==> src/rtl/spi_flash_responder_if.sv <==
// rtl/spi_flash_responder_if.sv - SPI pins between the flash command sequencer and the flash responder
interface spi_flash_responder_if;
  logic SCK;
  logic CSbar;
  logic DI;
  logic DO;

  modport master (output SCK, output CSbar, output DI, input DO);
  modport slave  (input SCK, input CSbar, input DI, output DO);
endinterface

==> src/rtl/spi_flash_responder.sv <==
// rtl/spi_flash_responder.sv - serial NOR flash model, oversamples SCK in the clk domain
module spi_flash_responder #(
  parameter int          MEM_DEPTH   = 256,
  parameter int          ADDR_BITS   = 8,
  parameter int          PROG_CYCLES = 64,
  parameter logic [23:0] JEDEC_ID    = 24'hEF4018
) (
  input  logic                 clk,
  input  logic                 rst,
  spi_flash_responder_if.slave spi,
  output logic                 busy,
  output logic                 wel,
  output logic [7:0]           last_cmd
);
  typedef enum logic [2:0] {IDLE, CMD, ADDR, READ, PROG, STATUS, ID, IGNORE} state_t;

  localparam int                   TW        = $clog2(PROG_CYCLES + 1);
  localparam logic [ADDR_BITS-1:0] A_ONE     = ADDR_BITS'(1);
  localparam logic [ADDR_BITS-1:0] A_LAST    = ADDR_BITS'(MEM_DEPTH - 1);
  localparam logic [ADDR_BITS-1:0] PAGE_MASK = ADDR_BITS'(255);
  localparam logic [TW-1:0]        T_ONE     = TW'(1);
  localparam logic [TW-1:0]        T_LOAD    = TW'(PROG_CYCLES);

  logic [7:0] mem [MEM_DEPTH];

  state_t               state;
  logic [1:0]           sck_s, cs_s, di_s;
  logic                 sck_q, cs_q;
  logic [6:0]           sr;
  logic [2:0]           bit_cnt;
  logic [1:0]           byte_cnt;
  logic [15:0]          addr_sr;
  logic [ADDR_BITS-1:0] ptr;
  logic [7:0]           tx;
  logic [1:0]           id_idx;
  logic                 is_prog, prog_any;
  logic                 wren_arm, wrdi_arm, erase_arm;
  logic                 erase_active;
  logic [ADDR_BITS-1:0] erase_addr;
  logic [TW-1:0]        prog_timer;
  logic                 mem_we;
  logic [ADDR_BITS-1:0] mem_wa;
  logic [7:0]           mem_wd;

  logic                 sck_rise, sck_fall, cs_rise, byte_done;
  logic [7:0]           rx_byte, rd_data;
  logic [ADDR_BITS-1:0] rd_addr, ptr_page_next;

  assign sck_rise      = sck_s[1] & ~sck_q;
  assign sck_fall      = ~sck_s[1] & sck_q;
  assign cs_rise       = cs_s[1] & ~cs_q;
  assign rx_byte       = {sr, di_s[1]};
  assign byte_done     = sck_rise && (bit_cnt == 3'd7);
  // In ADDR the read port looks at the address completing this cycle so READ can preload byte 0.
  assign rd_addr       = (state == ADDR) ? ADDR_BITS'({addr_sr, rx_byte}) : ptr;
  assign rd_data       = mem[rd_addr];
  assign ptr_page_next = (ptr & ~PAGE_MASK) | ((ptr + A_ONE) & PAGE_MASK);

  always_ff @(posedge clk) begin
    if (erase_active) mem[erase_addr] <= 8'hFF;
    else if (mem_we)  mem[mem_wa] <= mem_wd;
  end

  always_ff @(posedge clk) begin
    if (rst) begin
      sck_s        <= 2'b00;
      cs_s         <= 2'b11;
      di_s         <= 2'b00;
      sck_q        <= 1'b0;
      cs_q         <= 1'b1;
      state        <= IDLE;
      sr           <= '0;
      bit_cnt      <= '0;
      byte_cnt     <= '0;
      addr_sr      <= '0;
      ptr          <= '0;
      tx           <= '0;
      id_idx       <= '0;
      is_prog      <= 1'b0;
      prog_any     <= 1'b0;
      wren_arm     <= 1'b0;
      wrdi_arm     <= 1'b0;
      erase_arm    <= 1'b0;
      erase_active <= 1'b0;
      erase_addr   <= '0;
      prog_timer   <= '0;
      mem_we       <= 1'b0;
      mem_wa       <= '0;
      mem_wd       <= '0;
      spi.DO       <= 1'b0;
      busy         <= 1'b0;
      wel          <= 1'b0;
      last_cmd     <= 8'h00;
    end else begin
      sck_s  <= {sck_s[0], spi.SCK};
      cs_s   <= {cs_s[0], spi.CSbar};
      di_s   <= {di_s[0], spi.DI};
      sck_q  <= sck_s[1];
      cs_q   <= cs_s[1];
      mem_we <= 1'b0;

      // Erase sweep and program timer run independently of the serial front end.
      if (erase_active) begin
        erase_addr <= erase_addr + A_ONE;
        if (erase_addr == A_LAST) begin
          erase_active <= 1'b0;
          busy         <= 1'b0;
          wel          <= 1'b0;
        end
      end
      if (prog_timer != '0) begin
        prog_timer <= prog_timer - T_ONE;
        if (prog_timer == T_ONE) begin
          busy <= 1'b0;
          wel  <= 1'b0;
        end
      end

      if (cs_rise) begin
        state     <= IDLE;
        bit_cnt   <= '0;
        sr        <= '0;
        spi.DO    <= 1'b0;
        wren_arm  <= 1'b0;
        wrdi_arm  <= 1'b0;
        erase_arm <= 1'b0;
        if (wren_arm) wel <= 1'b1;
        if (wrdi_arm) wel <= 1'b0;
        if (state == PROG && prog_any && wel) begin
          prog_timer <= T_LOAD;
          busy       <= 1'b1;
        end
        if (erase_arm && wel) begin
          erase_active <= 1'b1;
          erase_addr   <= '0;
          busy         <= 1'b1;
        end
      end else begin
        if (sck_rise && state != IDLE) begin
          sr      <= rx_byte[6:0];
          bit_cnt <= bit_cnt + 3'd1;
        end
        case (state)
          IDLE: if (!cs_s[1]) state <= CMD;
          CMD: if (byte_done) begin
            last_cmd <= rx_byte;
            byte_cnt <= '0;
            prog_any <= 1'b0;
            if (busy && rx_byte != 8'h05) state <= IGNORE;
            else begin
              case (rx_byte)
                8'h06: begin wren_arm <= 1'b1; state <= IGNORE; end
                8'h04: begin wrdi_arm <= 1'b1; state <= IGNORE; end
                8'h05: begin tx <= {6'b0, wel, busy}; state <= STATUS; end
                8'h9F: begin tx <= JEDEC_ID[23:16]; id_idx <= 2'd1; state <= ID; end
                8'h03: begin is_prog <= 1'b0; state <= ADDR; end
                8'h02: begin is_prog <= 1'b1; state <= ADDR; end
                8'hC7: begin erase_arm <= 1'b1; state <= IGNORE; end
                default: state <= IGNORE;
              endcase
            end
          end
          ADDR: if (byte_done) begin
            addr_sr  <= {addr_sr[7:0], rx_byte};
            byte_cnt <= byte_cnt + 2'd1;
            if (byte_cnt == 2'd2) begin
              if (is_prog) begin
                ptr   <= rd_addr;
                state <= PROG;
              end else begin
                tx    <= rd_data;
                ptr   <= rd_addr + A_ONE;
                state <= READ;
              end
            end
          end
          READ, STATUS, ID: begin
            if (byte_done) begin
              if (state == READ) begin
                tx  <= rd_data;
                ptr <= ptr + A_ONE;
              end else if (state == STATUS) begin
                tx <= {6'b0, wel, busy};
              end else begin
                case (id_idx)
                  2'd1:    tx <= JEDEC_ID[15:8];
                  2'd2:    tx <= JEDEC_ID[7:0];
                  default: tx <= 8'h00;
                endcase
                if (id_idx != 2'd3) id_idx <= id_idx + 2'd1;
              end
            end else if (sck_fall) begin
              spi.DO <= tx[7];
              tx     <= {tx[6:0], 1'b0};
            end
          end
          PROG: if (byte_done && wel) begin
            mem_we   <= 1'b1;
            mem_wa   <= ptr;
            mem_wd   <= rd_data & rx_byte;
            ptr      <= ptr_page_next;
            prog_any <= 1'b1;
          end
          // Any bit past the opcode means chip erase was not exactly 8 bits.
          IGNORE: if (sck_rise) erase_arm <= 1'b0;
          default: state <= IDLE;
        endcase
      end
    end
  end
endmodule

==> src/flat_wrapper.sv <==
// flat-port wrapper written by rule: the top's interface ports become plain ports
module spi_flash_responder_flat 
#(
  parameter int          MEM_DEPTH   = 256,
  parameter int          ADDR_BITS   = 8,
  parameter int          PROG_CYCLES = 64,
  parameter logic [23:0] JEDEC_ID    = 24'hEF4018
)
  (clk, rst, busy, wel, last_cmd, spi_SCK, spi_CSbar, spi_DI, spi_DO);
  spi_flash_responder_if spi_i ();
  input  logic clk;
  input  logic rst;
  output logic busy;
  output logic wel;
  output logic [7:0] last_cmd;
  input wire logic [$bits(spi_i.SCK)-1:0] spi_SCK;
  input wire logic [$bits(spi_i.CSbar)-1:0] spi_CSbar;
  input wire logic [$bits(spi_i.DI)-1:0] spi_DI;
  output wire logic [$bits(spi_i.DO)-1:0] spi_DO;
  assign spi_i.SCK = spi_SCK;
  assign spi_i.CSbar = spi_CSbar;
  assign spi_i.DI = spi_DI;
  assign spi_DO = spi_i.DO;
  spi_flash_responder #(.MEM_DEPTH(MEM_DEPTH), .ADDR_BITS(ADDR_BITS), .PROG_CYCLES(PROG_CYCLES), .JEDEC_ID(JEDEC_ID)) u_core (.clk(clk), .rst(rst), .spi(spi_i), .busy(busy), .wel(wel), .last_cmd(last_cmd));
endmodule
==> config.mk <==
export PLATFORM = sky130hd
export DESIGN_NAME = spi_flash_responder_flat
export DESIGN_NICKNAME = d
export VERILOG_FILES = /design/src/rtl/spi_flash_responder_if.sv /design/src/rtl/spi_flash_responder.sv /design/src/flat_wrapper.sv
export SDC_FILE = /design/constraint.sdc
export NUM_CORES = 2
export LEC_CHECK = 0
export CORE_UTILIZATION = 25
export DETAILED_ROUTE_END_ITERATION = 12
export PLACE_DENSITY = 0.47
export SYNTH_ARGS = -nofsm -noshare
export SYNTH_HDL_FRONTEND = slang
export SYNTH_SLANG_ARGS = --single-unit
==> constraint.sdc <==
create_clock -name clk -period 4 [get_ports clk]
set_input_delay 0.6 -clock clk [delete_from_list [all_inputs] [get_ports clk]]
set_output_delay 0.6 -clock clk [all_outputs]
set_load 0.02 [all_outputs]
==> flow_summary.toml <==
[sta]
final-max-slew-violation-count = 0
fin_setup_tns_ns = 0
setup_ws_ns = 0.0525
period_share_pct = 98.7
fmax_mhz = 253
skew_ns = 0.0829
fin_crit_ns = 3.95
rsz0062_at_grt = "yes"
tightestPinTransition_ns = 1.18
maxSlewHeadroom_pct = 20.8
finalSetupViolations = 0
hold_viol = 0

[synth]
synth_edf_count = 2048
synth_area_per_cell_sq_um = 13.7
synthesis.area_sq_um = 86000
syn_inst = 6258
syn-num-nets = 6275
synth_cell_type_count = 85
ys_ff_latch = 2138
synth_flop_cell = "edfxtp_1"
ys_seq_area_share_pct = 73.6
synthArstFlopShare_pct = 0
yosysWarnings = 0

[routing]
avgViaCountPerCell = 4.90
route.detailed.drc = 0
ant_nets = 0
avgRoutedWirePerCell_um = 26.6
drtIter0Drc = 7152
drt_pass1_iterations = 6
vias = 57600
drt-total-wl_um = 313000

[floorplanning]
core_sq_um = 343000
dieWidth_um = 589
initial_core_util_pct = 25.1
ioPinCount = 16
die_h_um = 589
rows = 215
dieArea_sq_um = 346000

[power]
pwr-share-comb_pct = 1.0
p_seq_share_pct = 52.7
irDropWorstVdd_mv = 0.334
leakagePower_nw = 36.9
internal_power_mw = 36.6
p_clk_share_pct = 46.3
p_per_area_nw_per_um2 = 433
switching_share_pct = 20.4
p_switching_mw = 9.39
power_mw = 46.0

[clock_network]
cts_buffers = 236
cts_sinks = 2138
clk_pin_slew_worst_paths_ns = 0.07
holdBufCountCts = 0
htreeDepth = 4
cts_tree = "yes"
root_buffer = "clkbuf_16"
cts.path.max_buffers = 4
insertion_delay_ns = 0.92

[cells_and_area]
drive_gt1_share_pct = 20.1
area_delta_synth_final_pct = 23.5
fin_nets = 7036
final_common_cell = "edfxtp_1"
final_cell_mix = "edfxtp_1 (2048), nand2_1 (1478), buf_4 (797)"
fillers = 34200
finish.utilization_pct = 31.0
instances_no_fill = 11800

[setup_path]
max_stage_delay_ns = 0.44
crit_chain = "or3b_4 -> buf_4 -> buf_4 -> a21o_4 -> buf_12 -> buf_4 -> buf_12 -> nand2_1 -> nand3_1 -> and3_1 -> a311oi_1 -> buf_4 -> a21oi_1 -> buf_4 -> o211ai_1 -> buf_4 -> a32o_2 -> o32ai_1"
timing.critical_path.buf_inv = 8
cp_data_required_time_ns = 4.73
crit_path_max_fanout = 28
cp_top_family = "buffers and inverters"
worstPathArrival_ns = 4.68
cp-end-kind = "flop"
cpMostUsedCell = "buf_4"
criticalPathCategory = "reg2reg"
cp-start-kind = "flop"
slowest_stage = "or3b_4"

[global_route]
grt_pass1_vias = 55900
grt_max_degree = 169
overflow = 0
track_usage_pct = 17.5
grt_pass1_wl_um = 437000
grt_antenna_before_repair = 18

[flow_run]
drv_cap = 0

[worst_hold_path]
hold_class = "in2reg"

[placement]
dp_slack_ns = -0.871
gp_congestion = 0.902
dp_hpwl_um = 206000
io_buffers = 15
place_inst = 11300

[run_status]
outcome = "complete, no violations"
-- flip-flops by register name, summed over array words and instances, names as in the netlist, 3 cells and up --
signal / cells
u_core.mem: 2048
u_core.erase_addr: 8
u_core.last_cmd: 8
u_core.mem_wa: 8
u_core.mem_wd: 8
u_core.ptr: 8
u_core.tx: 8
u_core.prog_timer: 7
u_core.sr: 7
u_core.bit_cnt: 3
u_core.state: 3
-- metal layers --
layer / vias up / GRT usage (%) / share of wire, %
met5: - / 0 / 0.020
met4: 10 / 5.75 / 3.6
met3: 478 / 3.00 / 7.3
met2: 2382 / 27.7 / 46
met1: 29800 / 24.3 / 44
li1: 25000 / - / -
-- kinds of logic (layout without fill, tap and decap cells) --
kind of cell               count (synthesis)  after routing  share of synthesized area, %
and+or+nand+nor                         2661           2661                          13.2
DFF                                     2138           2138                          73.6
AOI/OAI and AO/OA                        672            672                          5.54
buffers and inverters                    452           1402                          2.53
muxes                                    301            301                          4.77
xor gates and xnor gates                  22             22                         0.224
adders and majority gates                 12             12                         0.175
other                                      0              6                             0
-- cells in the mapped netlist (5+ instances only) --
cell / instances / area, sq um
a211o_1: 9 / 78.8
buf_4: 27 / 203
nand2b_1: 12 / 75.1
a2111oi_0: 14 / 123
nand2_1: 1492 / 5600
dfxtp_1: 90 / 1800
and3_1: 29 / 181
nor3_1: 58 / 290
o21ai_0: 35 / 175
o31ai_1: 12 / 90.1
clkbuf_1: 142 / 533
a211oi_1: 55 / 413
a22oi_1: 18 / 135
nand3_1: 565 / 2830
edfxtp_1: 2048 / 61500
buf_1: 32 / 120
xor2_1: 7 / 61.3
o211ai_1: 10 / 75.1
nand3b_1: 9 / 67.6
a221oi_1: 20 / 175
o21ai_1: 5 / 25.0
ha_1: 12 / 150
mux2i_1: 207 / 2070
or3_1: 8 / 50.1
nor2_1: 352 / 1320
a311oi_1: 47 / 412
or2_2: 13 / 81.3
buf_2: 198 / 991
mux4_2: 84 / 1890
nor2b_1: 12 / 75.1
xnor2_1: 15 / 131
buf_6: 17 / 191
a32oi_1: 98 / 858
mux2_2: 6 / 67.6
a21oi_1: 158 / 791
a31oi_1: 116 / 726
a31o_2: 5 / 43.8
o22ai_1: 14 / 87.6
inv_1: 34 / 128
nand4_1: 74 / 463
o221ai_1: 10 / 87.6
nor4_1: 16 / 100
-- power by group through the flow --
stage                     clock network, mW  logic (mW)  registers, mW
final                                  21.3       0.449           24.2
after global routing                   22.4       0.498           24.2
after CTS                              21.6       0.442           24.2
after detailed placement                  0       0.433           24.7
after global placement                    0       0.427           24.7
after floorplan                           0       0.309           24.7
-- path summary, 6_finish.rpt --
path,from,endpoint,slack [ns],depth (start not counted)
max,u_core.state[1],u_core.mem_wd[0],0.05,18
min reg2reg,u_core.wrdi_arm,u_core.wel,0.45,1
min,spi_DI,u_core.di_s[0],0.34,2
max reg2reg,u_core.state[1],u_core.mem_wd[0],0.05,18
-- layout make-up --
type	count	area, sq um	share of cell area [%]
antenna	6	15.0	0.0141
tap	4557	5700	5.37
sequential	2138	63300	59.6
multi-input combinational	3668	21000	19.8
clock inverter	131	1160	1.09
clock buffer	296	6250	5.88
timing repair inverter	1	8.76	0.00824
timing repair buffer	938	8630	8.13
inverter	36	169	0.159
-- repair_timing --
item                       CTS  global route
resized for setup           31            33
buffers inserted            12             5
setup endpoints to repair   16            13
pin swaps                    5             5
gates cloned                 2             1
-- per-stage QoR --
stage / cell area [sq um] / hold slack [ns]
3_3_place_gp: 98200 / 0.414
4_1_cts: 106000 / 0.288
6_report: 106000 / 0.339
2_1_floorplan: 86000 / 0.389
5_1_grt: 106000 / 0.320
3_5_place_dp: 98200 / 0.409
No activity file was read; power rests on OpenSTA's default activity.
